<file path="config.mk">
export PLATFORM = sky130hd
export DESIGN_NAME = seq_bin2bcd
export DESIGN_NICKNAME = d
export VERILOG_FILES = /design/src/rtl/seq_bin2bcd.sv
export SDC_FILE = /design/constraint.sdc
export NUM_CORES = 1
export LEC_CHECK = 0
export ABC_AREA = 1
export BUFFER_PORTS_ARGS = -buffer_cell sky130_fd_sc_hd__buf_4
export CAP_MARGIN = 20
export CORE_ASPECT_RATIO = 1.25
export CORE_UTILIZATION = 26
export CTS_CLUSTER_DIAMETER = 150
export DETAILED_ROUTE_END_ITERATION = 7
export PLACE_DENSITY = 0.38
export SKIP_CTS_REPAIR_TIMING = 1
export SYNTH_ARGS = -nofsm -noshare
export SYNTH_HDL_FRONTEND = slang
export SYNTH_SLANG_ARGS = --single-unit
</file>
<file path="constraint.sdc">
create_clock -name clk -period 3.5 [get_ports clk]
set_clock_uncertainty 0.15 [all_clocks]
set_input_delay 0.7 -clock clk [delete_from_list [all_inputs] [get_ports clk]]
set_output_delay 0.7 -clock clk [all_outputs]
set_load 0.02 [all_outputs]
</file>
<file path="src/rtl/seq_bin2bcd.sv">
`default_nettype none
// ============================================================================
// Module   : seq_bin2bcd
// Purpose  : Sequential binary-to-BCD converter using the shift-and-add-3
//            (double dabble) method. One operand bit is processed per clock.
//            The block optionally treats the operand as two's complement and
//            reports the sign separately. It also flags results that do not
//            fit in DIGITS digits.
// Ports    : clk          - clock, rising edge active
//            rst_n        - asynchronous active-low reset
//            start        - conversion request, honoured only while ready
//            signed_mode  - 1: bin is two's complement, 0: unsigned
//            bin          - binary operand (BIN_W bits)
//            ready        - high in IDLE and DONE (start will be accepted)
//            done         - one-cycle pulse, new bcd/neg/ovf are valid
//            bcd          - packed BCD result, digit 0 in bits [3:0]
//            neg          - result sign
//            ovf          - magnitude exceeded DIGITS digits (bcd invalid)
// Revision : 1.0 - initial release
// ============================================================================
module seq_bin2bcd #(
    parameter int BIN_W  = 16,
    parameter int DIGITS = 5
) (
    input  logic                  clk,
    input  logic                  rst_n,
    input  logic                  start,
    input  logic                  signed_mode,
    input  logic [BIN_W-1:0]      bin,
    output logic                  ready,
    output logic                  done,
    output logic [4*DIGITS-1:0]   bcd,
    output logic                  neg,
    output logic                  ovf
);

    localparam int c_bcd_w = 4 * DIGITS;
    localparam int c_cnt_w = $clog2(BIN_W + 1);

    localparam logic [1:0] c_st_idle  = 2'd0;
    localparam logic [1:0] c_st_shift = 2'd1;
    localparam logic [1:0] c_st_done  = 2'd2;

    localparam logic [BIN_W-1:0]   c_one_bin = {{(BIN_W-1){1'b0}}, 1'b1};
    localparam logic [c_cnt_w-1:0] c_cnt_one = {{(c_cnt_w-1){1'b0}}, 1'b1};
    localparam logic [c_cnt_w-1:0] c_cnt_ld  = c_cnt_w'(BIN_W);

    logic [1:0]          r_state;
    logic [1:0]          w_state_nxt;
    logic [BIN_W-1:0]    r_mag;
    logic [c_bcd_w-1:0]  r_work;
    logic [c_cnt_w-1:0]  r_cnt;
    logic                r_neg_work;
    logic                r_ovf_work;

    logic                w_accept;
    logic                w_last;
    logic                w_in_neg;
    logic [BIN_W-1:0]    w_in_mag;
    logic [c_bcd_w-1:0]  w_adj;
    logic [c_bcd_w-1:0]  w_work_nxt;
    logic                w_ovf_nxt;

    // Operand conditioning: negative signed operands are converted to their
    // magnitude. The most negative value maps onto 2^(BIN_W-1), which is
    // still representable as an unsigned BIN_W-bit value.
    assign w_in_neg = signed_mode & bin[BIN_W-1];
    assign w_in_mag = w_in_neg ? (~bin + c_one_bin) : bin;

    // Per-digit add-3 correction. Each digit is independent 4-bit arithmetic
    // and does not carry into the next digit.
    generate
        for (genvar gi = 0; gi < DIGITS; gi++) begin : g_digit_adj
            assign w_adj[4*gi +: 4] = (r_work[4*gi +: 4] >= 4'd5)
                                    ? (r_work[4*gi +: 4] + 4'd3)
                                    : r_work[4*gi +: 4];
        end
    endgenerate

    // Any 1 falling out of the top digit means the value no longer fits.
    assign w_work_nxt = {w_adj[c_bcd_w-2:0], r_mag[BIN_W-1]};
    assign w_ovf_nxt  = r_ovf_work | w_adj[c_bcd_w-1];
    assign w_last     = (r_cnt == c_cnt_one);

    always_comb begin
        w_state_nxt = r_state;
        w_accept    = 1'b0;
        case (r_state)
            c_st_idle: begin
                if (start) begin
                    w_state_nxt = c_st_shift;
                    w_accept    = 1'b1;
                end
            end
            c_st_shift: begin
                if (w_last) begin
                    w_state_nxt = c_st_done;
                end
            end
            c_st_done: begin
                if (start) begin
                    w_state_nxt = c_st_shift;
                    w_accept    = 1'b1;
                end else begin
                    w_state_nxt = c_st_idle;
                end
            end
            default: begin
                w_state_nxt = c_st_idle;
            end
        endcase
    end

    assign ready = (r_state == c_st_idle) || (r_state == c_st_done);
    assign done  = (r_state == c_st_done);

    always_ff @(posedge clk or negedge rst_n) begin
        if (!rst_n) begin
            r_state    <= c_st_idle;
            r_mag      <= '0;
            r_work     <= '0;
            r_cnt      <= '0;
            r_neg_work <= 1'b0;
            r_ovf_work <= 1'b0;
            bcd        <= '0;
            neg        <= 1'b0;
            ovf        <= 1'b0;
        end else begin
            r_state <= w_state_nxt;
            if (w_accept) begin
                r_mag      <= w_in_mag;
                r_neg_work <= w_in_neg;
                r_work     <= '0;
                r_ovf_work <= 1'b0;
                r_cnt      <= c_cnt_ld;
            end else if (r_state == c_st_shift) begin
                r_work     <= w_work_nxt;
                r_mag      <= {r_mag[BIN_W-2:0], 1'b0};
                r_cnt      <= r_cnt - c_cnt_one;
                r_ovf_work <= w_ovf_nxt;
                // Publish on the edge that enters DONE, using the final step.
                if (w_last) begin
                    bcd <= w_work_nxt;
                    neg <= r_neg_work;
                    ovf <= w_ovf_nxt;
                end
            end
        end
    end

endmodule
`default_nettype wire

</file>
==> results.yml, run 1 <==
outcome:
  status: "finished clean"
setup_path:
  worstPathArrival_ps: 2310
  worst_setup_path_start_kind: "register"
  reg2reg_setup_slack_ps: 1260
  path_max_fanout: 36
  path_class: "reg2reg"
  endpoint_kind: "register"
  cp.required_ps: 3570
flow_run:
  maxCapViolCount: 0
synthesis:
  synth_compound_area_frac: 0.159
  ys_ff_latch: 67
  ys_seq_area_frac: 0.463
  synthXorXnorAreaFrac: 0.0121
  synth_area_leaders: "dfrtp_1, nand2_1, inv_1, o21ai_0, ha_1"
  synth_cell_types: 36
  yosysTopAreaCell: "dfrtp_1"
  yosysTopAreaCellShare: 0.463
  postSynthAreaPerCell_sq_um: 8.12
  synth_area_sq_um: 3620
  synth_fa_ha_area_frac: 0.0449
  yosysWarningCount: 0
  synth_top_family_by_area: "simple AND/OR/NAND/NOR gates"
  netlist_instances: 446
  syn_nets: 479
  synthMuxAreaShare: 0
  synth_simple_gate_area_share: 0.227
power:
  peakVddDrop_mv: 0.315
  seq_power_share: 0.338
  p_clk_frac: 0.203
  power_w: 0.00403
  power_frac_comb: 0.459
  p_int_w: 0.00234
  leakagePower_nw: 2.15
  swShare: 0.418
  p_switching_w: 0.00168
  power.density_nw_per_um2: 929
floorplanning:
  std_cell_rows: 47
  ios: 44
  core_area_sq_um: 13400
  initial_core_util: 0.270
  die_x_um: 108
  dieArea_sq_um: 14400
  fp.dieH_um: 134
timing:
  slew_violations: 0
  setup_viol: 0
  fin_ws_ps: 1260
  period_minus_slack_ps: 2240
  rsz0062_at_grt: "false"
  fmax_ghz: 0.446
  setup_tns_ps: 0
  fin_hold_ws_ps: 323
  tightest_slew_ps: 872
  period_share: 0.640
  relSlewSlack: 0.419
  hold_violations: 0
place:
  placed_cells: 648
  place_congestion: 0.786
  pre_cts_ws_ps: 1220
  place_hpwl_um: 5890
  io_buffers: 43
grt:
  grt_pass1_vias: 3079
  grt_pass1_wl_um: 14800
  grt_start_max_net_pins: 68
  grt.overflow.total: 0
  grt_antenna_before_repair: 0
  grt_usage: 0.132
clocking:
  clkLatencyLatePin_ps: 330
  cts_sinks: 67
  path_clk_slew_ps: 50
  cts_tree: "done"
  htree_levels: 3
  clock_path_buffers: 2
  cts.root.buffer_cell: "clkbuf_16"
  cts_buffers: 9
route:
  via_count: 2973
  first_pass_iters: 4
  ant_nets: 0
  routed_via_density: 4.48
  route.detailed.drc: 0
  drt-wirelength-per-cell_um: 12.8
  wl_um: 8470
  detail_route.iter0.violations: 107
cells_and_area:
  diodes: 0
  synthToLayoutAreaGrowth_pct: 19.7
  layout-drive-gt1-share: 0.179
  fin_cells: 663
  nNetsFinal: 521
min_path:
  hp-class: "reg2reg"
-- cells in the mapped netlist (all sizes together) --
master	number
a21boi	4
or2	8
o22ai	16
buf	12
o21a	1
clkbuf	1
xor2	5
o211ai	2
nand4	3
o21bai	1
a21oi	16
o21ai	51
nand3	31
o221ai	4
a22o	1
nand3b	1
nor2	28
ha	13
inv	65
dfrtp	67
nand2	115
nor3	1
-- placed cells by master (no fill, tap or decap), types with 3 or more instances in the layout --
cell type,netlist,layout
o21ai_2,10,10
nor2_2,3,3
clkinv_2,0,3
clkbuf_16,0,9
dfrtp_1,67,67
nand3_1,30,30
inv_1,62,62
nand4_1,3,3
o221ai_1,4,4
o21ai_1,6,6
nor2_1,23,23
a21oi_1,16,16
xor2_1,5,5
buf_4,2,44
o22ai_1,16,16
o21ai_0,35,35
ha_1,13,13
nand2_1,110,110
nand2_2,4,4
or2_2,6,6
-- through the flow --
stage / area [sq um] / util
final: 4330 / 0.323
after global routing: 4330 / 0.323
after CTS: 4330 / 0.323
after detailed placement: 4070 / 0.304
after global placement: 4070 / 0.304
after floorplan: 3620 / -
-- worst paths after layout --
check                                  startpoint  depth (start not counted)                endpoint
max in group asynchronous                   rst_n                          1  r_work[10]$_DFFE_PN0P_
min in group asynchronous                   rst_n                          1     bcd[14]$_DFFE_PN0P_
max                        r_state[1]$_DFFE_PN0P_                          7    r_mag[5]$_DFFE_PN0P_
min                               neg$_DFFE_PN0P_                          2         neg$_DFFE_PN0P_
min reg2reg                       neg$_DFFE_PN0P_                          2         neg$_DFFE_PN0P_
max reg2reg                r_state[1]$_DFFE_PN0P_                          7    r_mag[5]$_DFFE_PN0P_
-- cell families (layout without fill, tap and decap cells) --
family / after synthesis / after routing
and+or+nand+nor: 187 / 187
AOI/OAI and AO/OA: 96 / 96
buffers and inverters: 78 / 124
DFF: 67 / 67
adders and majority gates: 13 / 13
xor gates and xnor gates: 5 / 5
-- sequential cells by signal, indices dropped and copies added (netlist names) --
signal	cells
r_neg_work	1
r_mag	16
bcd	20
r_work	20
neg	1
r_ovf_work	1
r_cnt	5
ovf	1
r_state	2
-- metal layers --
metal,vias to the layer above,track usage,wire length [um]
met1,1374,0.153,3970
met3,12,0.0180,229
li1,1542,-,-
met4,0,0.0693,199
met5,-,0,0
met2,45,0.234,4080
-- critical path: stages (launching register included) --
cell,delay (ps)
dfrtp_1,350
inv_1,70
nand2_2,350
nand2_2,720
inv_2,140
nand2_1,80
o21ai_0,70
o21bai_1,170
-- power by group through the flow --
stage | combinational [W] | sequential (W) | clock, W
floorplan | 0.00123 | 0.00147 | 0
global placement | 0.00189 | 0.00137 | 0
detailed placement | 0.00189 | 0.00137 | 0
CTS | 0.00189 | 0.00136 | 0.000841
global route | 0.00214 | 0.00142 | 0.000874
finish | 0.00185 | 0.00136 | 0.000815
-- area by class of cell --
type | instances | area, sq um
fillers | 1445 | 9070
flip-flops and latches | 67 | 1680
multi-input cells | 301 | 1610
repair buffers | 44 | 330
clock buffers | 12 | 246
inverters | 65 | 246
well taps | 171 | 214
clock inverters | 3 | 15.0
(Power assumes the default switching activity.)
==> run 2, diff against run 1 <==
- PLACE_DENSITY: 0.38 -> 0.39
- clock period: 3.5 -> 2 ns (I/O delays scaled with it)
==> run 2 against run 1 <==
  * Count of clock-buffer cells in the layout increased by 2
  * Highest routed layer unchanged
  * Non-clock buffer count up 9
  * Wire length is 0.26% higher
  * Largest power group unchanged
  * Critical path depth decreased by 1
==> results.yml, run 2 (same netlist as run 1, synthesis figures left out) <==
outcome:
  status: "finished clean"
cells_and_area:
  diodes: 0
  final_util: 0.328
  nNetsFinal: 530
  layout_common_cells: "nand2_1, dfrtp_1, inv_1"
  layout-drive-gt1-share: 0.184
  largestRegisters: "bcd: 20 flops, r_work: 20 flops, r_mag: 16 flops"
  synthToLayoutAreaGrowth_pct: 21.5
  final_common_cell: "nand2_1"
  fin_cells: 671
timing:
  slew_violations: 0
  rsz0062_at_grt: "false"
  relSlewSlack: 0.554
  setup_tns_ps: 0
  fin_hold_ws_ps: 183
  period_minus_slack_ps: 1730
  period_share: 0.863
  setup_viol: 0
  fmax_ghz: 0.579
  tightest_slew_ps: 668
  hold_violations: 0
flow_run:
  maxCapViolCount: 0
min_path:
  hold_path_startpoint: "bin[8]"
  hp-class: "in2reg"
grt:
  grt_usage: 0.132
  grt_start_max_net_pins: 38
  grt_pass1_wl_um: 14700
  grt_antenna_before_repair: 0
  grt.overflow.total: 0
  grt_pass1_vias: 3060
route:
  route.detailed.drc: 0
  wl_um: 8500
  detail_route.iter0.violations: 129
  first_pass_iters: 4
  via_count: 3002
  drt-wirelength-per-cell_um: 12.7
  routed_via_density: 4.47
  ant_nets: 0
setup_path:
  worst_r2r_startpoint: "r_cnt[0]$_DFFE_PN0P_"
  worst_setup_path_start_kind: "register"
  worstPathArrival_ps: 1830
  cp.required_ps: 2100
  path_class: "reg2reg"
  endpoint_kind: "register"
  path_max_fanout: 34
  crit_path_start: "r_cnt[0]$_DFFE_PN0P_"
power:
  p_switching_w: 0.00295
  p_int_w: 0.00414
  swShare: 0.416
  power_frac_comb: 0.470
  leakagePower_nw: 2.18
  power.density_nw_per_um2: 1610
  peakVddDrop_mv: 0.598
  seq_power_share: 0.336
  p_clk_frac: 0.194
clocking:
  htree_levels: 3
  cts_sinks: 67
  clock_path_buffers: 2
  cts.root.buffer_cell: "clkbuf_16"
  cts_buffers: 9
  cts_tree: "done"
  path_clk_slew_ps: 50
  clkLatencyLatePin_ps: 330
floorplanning:
  fp.dieH_um: 134
  initial_core_util: 0.270
  std_cell_rows: 47
  ios: 44
  dieArea_sq_um: 14400
  die_x_um: 108
  core_area_sq_um: 13400
place:
  placed_cells: 656
  place_hpwl_um: 6220
  io_buffers: 43
  place_congestion: 0.737
-- run 2: cell count changes in the layout (fill, tap and decap cells not counted) --
cell           previous run  this run
buf_12                    0         1
clkinv_2                  3         0
dlygate4sd3_1             0         1
clkbuf_1                  2         5
buf_4                    44        51
clkbuf_8                  1         0
-- run 2: per-stage QoR --
stage | instance area [sq um] | worst slack [ps] | power, W
after floorplan | 3620 | 525 | 0.00473
after global placement | 4150 | 223 | 0.00576
after detailed placement | 4150 | 213 | 0.00579
after CTS | 4390 | 216 | 0.00721
after global routing | 4400 | 64.2 | 0.00776
final | 4400 | 273 | 0.00709
-- run 2: area by class of cell --
cell class / count / area, sq um
Inverter: 65 / 246
Clock buffer: 14 / 244
Tap cell: 171 / 214
Multi-Input combinational cell: 301 / 1610
Timing Repair Buffer: 53 / 413
Sequential cell: 67 / 1680
Fill cell: 1450 / 9010
-- run 2: path summary, 6_finish.rpt --
check,slack [ps],end,cells after the start
worst max-delay path,270,ovf$_DFFE_PN0P_,6
worst min-delay path,180,r_mag[8]$_DFFE_PN0P_,3
worst max register to register,270,ovf$_DFFE_PN0P_,6
worst min register to register,320,neg$_DFFE_PN0P_,2
max in group asynchronous,900,r_mag[13]$_DFFE_PN0P_,3
min in group asynchronous,420,bcd[13]$_DFFE_PN0P_,3
-- run 2: power by group through the flow --
stage               clock network (W)  registers, W  logic (W)
floorplan                           0       0.00258    0.00215
global placement                    0       0.00240    0.00336
detailed placement                  0       0.00241    0.00338
CTS                           0.00142       0.00239    0.00340
global route                  0.00149       0.00247    0.00381
finish                        0.00137       0.00239    0.00333
-- run 2: layer usage --
layer  GRT usage  up-vias  part of all wire
li1            -     1555                 -
met1       0.162     1376              0.46
met2       0.221       58              0.48
met3      0.0258       13             0.036
met4      0.0594        0             0.020
met5           0        -                 0
-- run 2: critical path: stages (launching register included) --
cell and delay (ps):
dfrtp_1 390, ha_1 220, nand3b_2 120, nor2_4 40
inv_2 490, nand2_1 140, o21ai_2 90
==> run 3, diff against run 2 <==
- BUFFER_PORTS_ARGS: -buffer_cell sky130_fd_sc_hd__buf_4 -> -buffer_cell sky130_fd_sc_hd__buf_2
==> run 3 against run 2 <==
  * Count of clock-buffer cells in the layout did not move
  * Worst hold slack improved by 30 ps
  * Clock power increased by 6%
  * Final area decreased by 2.0%
  * Via count up 0.83%
==> results.yml, run 3 (same netlist as run 1, synthesis figures left out) <==
cells_and_area:
  nNetsFinal: 530
  layout_common_cells: "nand2_1, dfrtp_1, inv_1"
  synthToLayoutAreaGrowth_pct: 19.0
  layout-drive-gt1-share: 0.191
  n_fill_cell: 1441
  diodes: 0
  final_util: 0.321
  final_common_cell: "nand2_1"
  largestRegisters: "bcd: 20 flops, r_work: 20 flops, r_mag: 16 flops"
clocking:
  cts_buffers: 9
  clock_path_buffers: 2
  cts_tree: "done"
  htree_levels: 3
  cts.root.buffer_cell: "clkbuf_16"
  path_clk_slew_ps: 50
  clkLatencyLatePin_ps: 330
  cts_sinks: 67
setup_path:
  path_delay_family: "buffers and inverters"
  cp.required_ps: 2100
  crit_path_max_incr_delay_ps: 500
  cp_cell_sequence: "ha_1 > nand3b_2 > nor2_4 > inv_2 > nand2_1 > o21ai_2"
  crit_buf_inv: 1
  worstPathArrival_ps: 1830
  reg2reg_setup_slack_ps: 270
  worst_r2r_startpoint: "r_cnt[0]$_DFFE_PN0P_"
  cp_num_cells: 6
  path_max_fanout: 34
  r2r-end: "bcd[9]$_DFFE_PN0P_"
  r2r.worst_path.cells: 6
  critical_path.slowest_cell: "inv_2"
  crit_path_start: "r_cnt[0]$_DFFE_PN0P_"
  path_class: "reg2reg"
  endpoint_kind: "register"
  worst_setup_path_start_kind: "register"
timing:
  fmax_ghz: 0.578
  slew_violations: 0
  period_minus_slack_ps: 1730
  setup_viol: 0
  relSlewSlack: 0.542
  tightest_slew_ps: 686
  rsz0062_at_grt: "false"
  period_share: 0.865
  hold_violations: 0
  fin_ws_ps: 270
  setup_tns_ps: 0
place:
  pre_cts_ws_ps: 209
  place_congestion: 0.751
  io_buffers: 43
  place_hpwl_um: 6030
floorplanning:
  ios: 44
  die_x_um: 108
  initial_core_util: 0.270
  std_cell_rows: 47
  dieArea_sq_um: 14400
  core_area_sq_um: 13400
  fp.dieH_um: 134
min_path:
  hp-class: "in2reg"
  hold_end: "r_mag[8]$_DFFE_PN0P_"
  min_delay_path_depth: 3
  hold_path_startpoint: "bin[8]"
route:
  via_count: 3027
  detail_route.iter0.violations: 157
  route.detailed.drc: 0
  first_pass_iters: 5
  ant_nets: 0
  routed_via_density: 4.50
  drt-wirelength-per-cell_um: 12.6
  wl_um: 8470
power:
  leakagePower_nw: 2.17
  peakVddDrop_mv: 0.512
  power.density_nw_per_um2: 1620
grt:
  grt_pass1_vias: 3142
  grt_start_max_net_pins: 41
  grt_pass1_wl_um: 14800
  grt.overflow.total: 0
  grt_antenna_before_repair: 0
  grt_usage: 0.131
flow_run:
  maxCapViolCount: 0
outcome:
  status: "finished clean"
-- run 3: per-stage QoR --
| step | std cells | power, W | area [sq um] | hold slack, ps |
|---|---|---|---|---|
| after global placement | 656 | 0.00559 | 4030 | 295 |
| after detailed placement | 656 | 0.00562 | 4030 | 291 |
| final | 673 | 0.00699 | 4310 | 213 |
| after CTS | 672 | 0.00713 | 4300 | -60.1 |
| after floorplan | 446 | 0.00473 | 3620 | -45.6 |
| after global routing | 673 | 0.00772 | 4310 | 236 |
-- run 3: layout make-up --
type,instances,area [sq um],share of cell area
Clock inverter,2,10.0,0.00232
Timing Repair Buffer,53,293,0.0679
Sequential cell,67,1680,0.389
Clock buffer,14,264,0.0613
Multi-Input combinational cell,301,1610,0.373
Inverter,65,246,0.0572
Tap cell,171,214,0.0497
-- run 3: worst min-delay path: stages --
cell and delay (ps):
buf_2 110, o21ai_0 90, nand2_1 50
-- run 3: how the worst max path moves through the flow --
stage                        endpoint
2_1_floorplan  r_work[18]$_DFFE_PN0P_
4_1_cts            bcd[9]$_DFFE_PN0P_
3_3_place_gp   r_work[18]$_DFFE_PN0P_
6_report           bcd[9]$_DFFE_PN0P_
3_5_place_dp    r_work[5]$_DFFE_PN0P_
5_1_grt               ovf$_DFFE_PN0P_
-- run 3: report_power, final --
part	internal [W]	total, W	leakage [nW]	switching [W]
Combinational	0.00115	0.00318	1.21	0.00203
Clock	0.000903	0.00145	0.137	0.000549
Sequential	0.00202	0.00236	0.824	0.000349
Total	0.00407	0.00699	2.17	0.00292
-- run 3: routing by layer --
metal	routed length [um]	track usage	share of wire	vias up
met2	4140	0.223	0.49	64
li1	-	-	-	1559
met4	140	0.0677	0.017	0
met3	366	0.0224	0.043	8
met5	0	0	0	-
met1	3820	0.157	0.45	1396
